<file path="config.mk">
export PLATFORM = sky130hd
export DESIGN_NAME = conv_encoder_framer_flat
export DESIGN_NICKNAME = d
export VERILOG_FILES = /design/src/rtl/conv_encoder_framer_if.sv /design/src/rtl/conv_encoder_framer.sv /design/src/flat_wrapper.sv
export SDC_FILE = /design/constraint.sdc
export NUM_CORES = 1
export LEC_CHECK = 0
export BUFFER_PORTS_ARGS = -buffer_cell sky130_fd_sc_hd__buf_4
export CORE_MARGIN = 1.5
export CORE_UTILIZATION = 35
export DETAILED_ROUTE_END_ITERATION = 8
export SETUP_SLACK_MARGIN = 0.02
export SLEW_MARGIN = 10
export SYNTH_ARGS = -nofsm -noshare
export SYNTH_HDL_FRONTEND = slang
export SYNTH_SLANG_ARGS = --single-unit
export TNS_END_PERCENT = 20
</file>
<file path="constraint.sdc">
create_clock -name clk -period 4.6 [get_ports clk]
set_input_delay 0.46 -clock clk [delete_from_list [all_inputs] [get_ports clk]]
set_output_delay 0.46 -clock clk [all_outputs]
set_load 0.05 [all_outputs]
</file>
<file path="src/rtl/conv_encoder_framer_if.sv">
// Bit-stream handshake bundle for conv_encoder_framer: the input bit channel and the
// output code-symbol channel. The slave modport is the encoder side.
interface conv_encoder_framer_if;
  logic       in_valid;
  logic       in_ready;
  logic       in_bit;
  logic       out_valid;
  logic       out_ready;
  logic [1:0] out_sym;
  logic       out_last;

  modport master (
    output in_valid, in_bit, out_ready,
    input  in_ready, out_valid, out_sym, out_last
  );

  modport slave (
    input  in_valid, in_bit, out_ready,
    output in_ready, out_valid, out_sym, out_last
  );
endinterface

</file>
<file path="src/rtl/conv_encoder_framer.sv">
// Rate-1/2 K=5 convolutional encoder with fixed-length framing and 4-bit zero tail.
// Optional frame counter output enabled by defining CONV_ENC_FRAME_CNT_EN.
//
// state | meaning
// ------+--------------------------------------------------------------
// IDLE  | waiting for the first information bit of a frame
// DATA  | accepting and encoding information bits 2..FRAME_LEN
// TAIL  | flushing four zero bits so the trellis ends in state 0
module conv_encoder_framer #(
  parameter int         FRAME_LEN = 64,
  parameter logic [4:0] G0        = 5'b10011,
  parameter logic [4:0] G1        = 5'b11101
) (
  input  logic                  clk,
  input  logic                  rst,
  input  logic                  enable,
  conv_encoder_framer_if.slave  bus,
  output logic                  busy
`ifdef CONV_ENC_FRAME_CNT_EN
  ,
  output logic [15:0]           frames_done
`endif
);

  typedef enum logic [1:0] {IDLE, DATA, TAIL} state_t;

  localparam logic [15:0] LAST_BIT = 16'(FRAME_LEN);

  state_t      state, state_nxt;
  logic [3:0]  sr, sr_nxt;
  logic [15:0] bit_cnt, bit_cnt_nxt;
  logic [1:0]  tail_cnt, tail_cnt_nxt;

  logic        out_valid_q, out_last_q;
  logic [1:0]  out_sym_q;

  logic        reg_free, adv, in_ready_int, accept, produce, last_nxt;
  logic        u, p0, p1;
  logic [4:0]  vec;

  // A pop in the same cycle frees the single-entry output register.
  assign reg_free     = !out_valid_q || bus.out_ready;
  assign adv          = enable && reg_free;
  assign in_ready_int = rst && adv && ((state == IDLE) || (state == DATA));
  assign accept       = bus.in_valid && in_ready_int;

  assign u   = (state == TAIL) ? 1'b0 : bus.in_bit;
  assign vec = {u, sr};
  assign p0  = ^(vec & G0);
  assign p1  = ^(vec & G1);

  always_comb begin
    state_nxt    = state;
    bit_cnt_nxt  = bit_cnt;
    tail_cnt_nxt = tail_cnt;
    produce      = 1'b0;
    last_nxt     = 1'b0;
    case (state)
      IDLE: begin
        if (accept) begin
          produce     = 1'b1;
          bit_cnt_nxt = 16'd1;
          state_nxt   = (LAST_BIT == 16'd1) ? TAIL : DATA;
        end
      end
      DATA: begin
        if (accept) begin
          produce     = 1'b1;
          bit_cnt_nxt = bit_cnt + 16'd1;
          if (bit_cnt + 16'd1 == LAST_BIT) state_nxt = TAIL;
        end
      end
      TAIL: begin
        if (adv) begin
          produce = 1'b1;
          if (tail_cnt == 2'd3) begin
            last_nxt     = 1'b1;
            tail_cnt_nxt = 2'd0;
            bit_cnt_nxt  = 16'd0;
            state_nxt    = IDLE;
          end else begin
            tail_cnt_nxt = tail_cnt + 2'd1;
          end
        end
      end
      default: state_nxt = IDLE;
    endcase
    sr_nxt = produce ? {u, sr[3:1]} : sr;
  end

  always_ff @(posedge clk or negedge rst) begin
    if (!rst) begin
      state       <= IDLE;
      sr          <= 4'd0;
      bit_cnt     <= 16'd0;
      tail_cnt    <= 2'd0;
      out_valid_q <= 1'b0;
      out_sym_q   <= 2'd0;
      out_last_q  <= 1'b0;
    end else begin
      state    <= state_nxt;
      sr       <= sr_nxt;
      bit_cnt  <= bit_cnt_nxt;
      tail_cnt <= tail_cnt_nxt;
      if (produce) begin
        out_valid_q <= 1'b1;
        out_sym_q   <= {p0, p1};
        out_last_q  <= last_nxt;
      end else if (enable && bus.out_ready) begin
        out_valid_q <= 1'b0;
        out_last_q  <= 1'b0;
      end
    end
  end

`ifdef CONV_ENC_FRAME_CNT_EN
  always_ff @(posedge clk or negedge rst) begin
    if (!rst) begin
      frames_done <= 16'd0;
    end else if (enable && out_valid_q && bus.out_ready && out_last_q &&
                 (frames_done != 16'hFFFF)) begin
      frames_done <= frames_done + 16'd1;
    end
  end
`endif

  assign bus.in_ready  = in_ready_int;
  assign bus.out_valid = out_valid_q;
  assign bus.out_sym   = out_sym_q;
  assign bus.out_last  = out_last_q;
  assign busy          = (state == DATA) || (state == TAIL);

endmodule

</file>
<file path="src/flat_wrapper.sv">
// flat-port wrapper written by rule: the top's interface ports become plain ports
module conv_encoder_framer_flat 
#(
  parameter int         FRAME_LEN = 64,
  parameter logic [4:0] G0        = 5'b10011,
  parameter logic [4:0] G1        = 5'b11101
)
  (clk, rst, enable, busy, bus_in_valid, bus_in_bit, bus_out_ready, bus_in_ready, bus_out_valid, bus_out_sym, bus_out_last);
  conv_encoder_framer_if bus_i ();
  input  logic clk;
  input  logic rst;
  input  logic enable;
  output logic busy;
  input wire logic [$bits(bus_i.in_valid)-1:0] bus_in_valid;
  input wire logic [$bits(bus_i.in_bit)-1:0] bus_in_bit;
  input wire logic [$bits(bus_i.out_ready)-1:0] bus_out_ready;
  output wire logic [$bits(bus_i.in_ready)-1:0] bus_in_ready;
  output wire logic [$bits(bus_i.out_valid)-1:0] bus_out_valid;
  output wire logic [$bits(bus_i.out_sym)-1:0] bus_out_sym;
  output wire logic [$bits(bus_i.out_last)-1:0] bus_out_last;
  assign bus_i.in_valid = bus_in_valid;
  assign bus_i.in_bit = bus_in_bit;
  assign bus_i.out_ready = bus_out_ready;
  assign bus_in_ready = bus_i.in_ready;
  assign bus_out_valid = bus_i.out_valid;
  assign bus_out_sym = bus_i.out_sym;
  assign bus_out_last = bus_i.out_last;
  conv_encoder_framer #(.FRAME_LEN(FRAME_LEN), .G0(G0), .G1(G1)) u_core (.clk(clk), .rst(rst), .enable(enable), .bus(bus_i), .busy(busy));
endmodule
</file>
Word level (Yosys, flattened, before mapping) --
Cells that the tools add are included.
Cells by class: reductions and logical operators 18, add/sub/neg operators 2, multiplexer cells 22, eq/ne operators 9
Operator list (count):
- two-way mux 16 bit | 4
- one-hot mux 16 bit (3 select lines) | 1
- adder 16 x 1 -> 16 bit (second input constant) | 1
- equality test 16 x 7 -> 1 bit (second input constant) | 1
- two-way mux 2 bit | 6
- inequality test 2 x 1 -> 1 bit (second input constant) | 5
- AND reduction 5 bit | 2
- XOR reduction 5 bit | 2
- two-way mux 1 bit | 9
- one-hot mux 2 bit (3 select lines) | 1
- logical AND 1 bit | 5
- equality test 2 bit (second input constant) | 2
- logical OR 1 bit | 3
- nonzero test 3 bit | 1
- adder 2 x 1 -> 2 bit (second input constant) | 1
- equality test 2 x 1 -> 1 bit (second input constant) | 1
- logical NOT 2 bit | 1
- one-hot mux 1 bit (2 select lines) | 1
- AND reduction 2 bit | 1
- nonzero test 2 bit | 1
- OR reduction 2 bit | 1
- logical NOT 1 bit | 1
Storage, ports and cells: word-level logic and storage cells 58, output and inout bits 6, flip-flop bits (word level) 28, bits of input ports 6

Depth between registers and ports, before layout --
depth after elaboration 9, depth in mapped cells 9, depth with buffers taken out 8

Worst setup path before layout --
Ideal clock, no wire load.
path kind flip-flop to output port, start point register u_core.out_valid_q (netlist: u_core.bus.out_valid), end point output bus_in_ready, buffers on the path 0, setup slack 2.519 ns, cell stages (with the launch flop) 5, arrival time 1.621 ns, required time 4.140 ns, path through dfrtp_1 > nand2b_1 > and2_1 > nand2_1 > nor2_1
On the way: longest elaborated chain between the ends 5
RTL lines:
- start: declaration | RTL line conv_encoder_framer.sv:34 | logic out_valid_q, out_last_q;
- start signal: assignment | RTL line conv_encoder_framer.sv:97 | out_valid_q <= 1'b0;
- start signal: assignment | RTL line conv_encoder_framer.sv:106 | out_valid_q <= 1'b1;
- start signal: assignment | RTL line conv_encoder_framer.sv:110 | out_valid_q <= 1'b0;
- logical NOT 1 bit | RTL line conv_encoder_framer.sv:42 | assign reg_free = !out_valid_q || bus.out_ready;
- logical OR 1 bit | RTL line conv_encoder_framer.sv:42
- logical AND 1 bit | RTL line conv_encoder_framer.sv:43 | assign adv = enable && reg_free;
- logical AND 1 bit (2 in series) | RTL line conv_encoder_framer.sv:44 | assign in_ready_int = rst && adv && ((state == IDLE) || (state == DATA));
- end: declaration | RTL line flat_wrapper.sv:17 | output wire logic [$bits(bus_i.in_ready)-1:0] bus_in_ready;
No other way between the ends.

Final worst setup path --
start point register u_core.state[1], end point register u_core.bit_cnt[6]
On the way: longest elaborated chain between the ends 6, elaborated cells on any way between the ends 13, classes of those cells eq/ne (6); mux (1); reduce/logical (6)
RTL lines:
- start: declaration | RTL line conv_encoder_framer.sv:29 | state_t state, state_nxt;
- start signal: assignment | RTL line conv_encoder_framer.sv:101 | state <= state_nxt;
- equality test 2 x 1 -> 1 bit / logical NOT 2 bit (equally long branches) | RTL line conv_encoder_framer.sv:44, conv_encoder_framer.sv:58
- logical OR 1 bit | RTL line conv_encoder_framer.sv:44
- logical AND 1 bit | RTL line conv_encoder_framer.sv:44
- logical AND 1 bit | RTL line conv_encoder_framer.sv:45 | assign accept = bus.in_valid && in_ready_int;
- inequality test 2 x 1 -> 1 bit (no line)
- AND reduction 5 bit (no line)
- end signal: assignment | RTL line conv_encoder_framer.sv:103 | bit_cnt <= bit_cnt_nxt;
- end: declaration | RTL line conv_encoder_framer.sv:31 | logic [15:0] bit_cnt, bit_cnt_nxt;
Parallel ways exist; a longest one is shown, timed or not. A chain may end at the register's enable or synchronous reset.

==> flow_summary.yaml <==
clock_tree:
  cts_tree: "built"
  clkTransAtPathRegs_ns: 0.10
  clkLatencyLatePin_ns: 0.28
  cts.sinks: 28
  ctsResizeCount: 0
  cts_buffers: 3
  cts_root_buffer: "clkbuf_8"
  cts_setup_buffers: 0
  cts.path.max_buffers: 2
  h-tree-depth: 1
  cts_hold_buf: 0
timing:
  relSlewSlack_pct: 59.56
  finClkSkew_ns: 0.006006
  worst_slew_pin_slew_ns: 0.6066
  clock.fmax_ghz: 0.3926
  drv_slew: 0
  hold_violations: 0
  finalSetupViolCount: 0
  finalCritPeriodShare_pct: 55.38
  setup_tns_ns: 0
  grt_setup_unrepaired: "false"
  post-route-min-period_ns: 2.547
setup_path:
  crit_type: "flop to flop"
  required_ns: 4.78
  crit_chain: "inv_1, ha_1, nor2_2, a41oi_1, or3_1, or2_1, o31ai_1"
  rrSetupSlack_ns: 2.05
  crit_family: "simple AND/OR/NAND/NOR gates"
  r2r_cells: 7
  rr_startpoint: "u_core.state[1]"
  crit_path_max_fanout: 21
  crit_path_start_kind: "flop"
  crit_buf_inv: 1
  slowest_delay_ns: 0.65
  cp.depth: 7
  cp-startpoint: "u_core.state[1]"
  crit_path_end_kind: "flop"
  slowest_stage: "or3_1"
  crit_arrival_ns: 2.73
synth:
  synth-edff-count: 0
  avgSynthCellArea_um2: 9.606
  syn-cell-area_um2: 1729
  synth-async-reset-ratio_pct: 100.0
  synth_ff_type: "dfrtp_1"
  synthCells: 180
  synth_cell_types: 48
  synth_seq_cells: 28
  synth_top_area_share_pct: 40.52
  ys_warn_count: 0
  ys_top_cells_by_area: "dfrtp_1, mux2_2, ha_1"
  synth_area_leader_cell: "dfrtp_1"
  syn-num-nets: 192
  yosysSeqAreaShare_pct: 40.52
global_route:
  grt_pass1_wl_um: 6051
  grt_usage_pct: 14.15
  grt_overflow: 0
  grt_pass1_vias: 1237
  antenna_found_initial: 0
  grt_start_max_net_pins: 33
power_and_ir_drop:
  p_sw_share_pct: 38.04
  p_clk_share_pct: 22.5
  peakVddDrop_uv: 288.1
  combPwrFrac_pct: 40.1
  p_leak_nw: 0.8045
  p_sw_mw: 0.3283
  p_per_area_nw_per_um2: 451.5
  p_int_mw: 0.5348
  seq_power_share_pct: 37.5
cells_and_area:
  fillCellCount: 479
  final_util_pct: 40.21
  multi_input_area_um2: 954.7
  nNetsFinal: 199
  area_delta_synth_final_pct: 10.56
  drive_above_1_share_pct: 18.82
  diodes: 0
  register_area_um2: 700.7
  layout_commonest_cell: "dfrtp_1"
  layout_common_cells: "dfrtp_1, nand2_1, o21ai_0"
detailed_routing:
  drt-initial-drc-count: 119
  vias: 1318
  drt-total-wl_um: 3361
  drc: 0
  wire_per_inst_um: 13.28
  drt_pass1_iterations: 4
  ant_nets: 0
  viasPerCell: 5.209
die:
  coreArea_um2: 4755
  initial_core_util_pct: 36.37
  num_rows: 25
  dieArea_um2: 5371
  die_w_um: 73.29
  io_pins: 12
  fp.dieH_um: 73.29
placed_design:
  dp_hpwl_um: 2470
  portBuffers: 11
  globalplace.congestion: 0.7920
run_status:
  status: "completed"
min_path:
  hold_path_class: "primary input to asynchronous set/reset pin"
flow_run:
  cap_viol_max_count: 0
-- registers in the layout, indices dropped and copies added, names as in the netlist --
name                  count
u_core.sr                 4
u_core.bus.out_sym        2
u_core.state              2
u_core.tail_cnt           2
u_core.bus.out_last       1
u_core.bit_cnt           16
u_core.bus.out_valid      1
-- final timing paths --
check	to
max	u_core.bit_cnt[6]
min	u_core.bit_cnt[6]
max reg2reg	u_core.bit_cnt[6]
min reg2reg	u_core.tail_cnt[0]
max in group asynchronous	u_core.state[0]
min in group clk	u_core.bus.out_last
-- power by group through the flow --
stage	Clock (mW)	Sequential [mW]	Combinational, mW
after detailed placement	0	0.330	0.347
after global routing	0.211	0.331	0.387
after CTS	0.201	0.324	0.350
after floorplan	0	0.361	0.234
final	0.194	0.323	0.346
after global placement	0	0.329	0.341
-- area by class of cell --
| type | instances | share of cell area, % |
|---|---|---|
| well taps | 67 | 4.385 |
| clock inverters | 1 | 1.571 |
| repair buffers | 11 | 4.319 |
| clock buffers | 3 | 2.160 |
| multi-input cells | 138 | 49.93 |
| inverters | 5 | 0.9817 |
| flip-flops and latches | 28 | 36.65 |
-- per-layer routing --
| layer | up-vias | GRT usage, % | share of wire (%) |
|---|---|---|---|
| met4 | 0 | 2.675 | 0.51 |
| met5 | - | 0 | 0 |
| met1 | 611 | 20.05 | 51 |
| li1 | 682 | - | - |
| met3 | 2 | 3.018 | 3.3 |
| met2 | 23 | 22.42 | 46 |
-- cells in the mapped netlist, types with 2 or more instances --
cell / number
a21o_1: 3
a21oi_1: 3
a31oi_1: 4
a41oi_1: 4
and4_4: 2
buf_2: 5
buf_6: 2
clkbuf_1: 2
dfrtp_1: 28
ha_1: 6
inv_1: 5
mux2_1: 2
mux2_2: 7
nand2_1: 17
nand2b_1: 3
nand3_1: 6
nand3_2: 2
nand4_1: 2
nor2_1: 13
nor2_2: 2
nor2b_1: 4
nor3_1: 2
nor4_2: 2
o21ai_0: 14
o21ai_1: 5
o31ai_1: 8
xnor2_1: 6
-- logic make-up (layout without fill, tap and decap cells) --
family                     count (synthesis)  count (layout)  synth area share, %
and+or+nand+nor                           67              67                22.94
AOI/OAI and AO/OA                         49              49                18.45
buffers and inverters                     14              20                4.269
adders and majority gates                  6               6                4.341
muxes                                     10              10                6.440
DFF                                       28              28                40.52
xor gates and xnor gates                   6               6                3.039
-- through the flow --
stage	cells	setup slack (ns)	power, mW	hold slack, ns	area, µm²
finish	253	2.053	0.8631	0.09727	1912
global route	253	1.831	0.9295	0.1198	1912
CTS	253	2.064	0.8745	0.1059	1912
detailed placement	249	2.076	0.6764	0.4196	1841
global placement	249	2.162	0.6693	0.4103	1841
floorplan	180	2.519	0.5956	0.1644	1729
No activity file was read; power rests on OpenSTA's default activity.
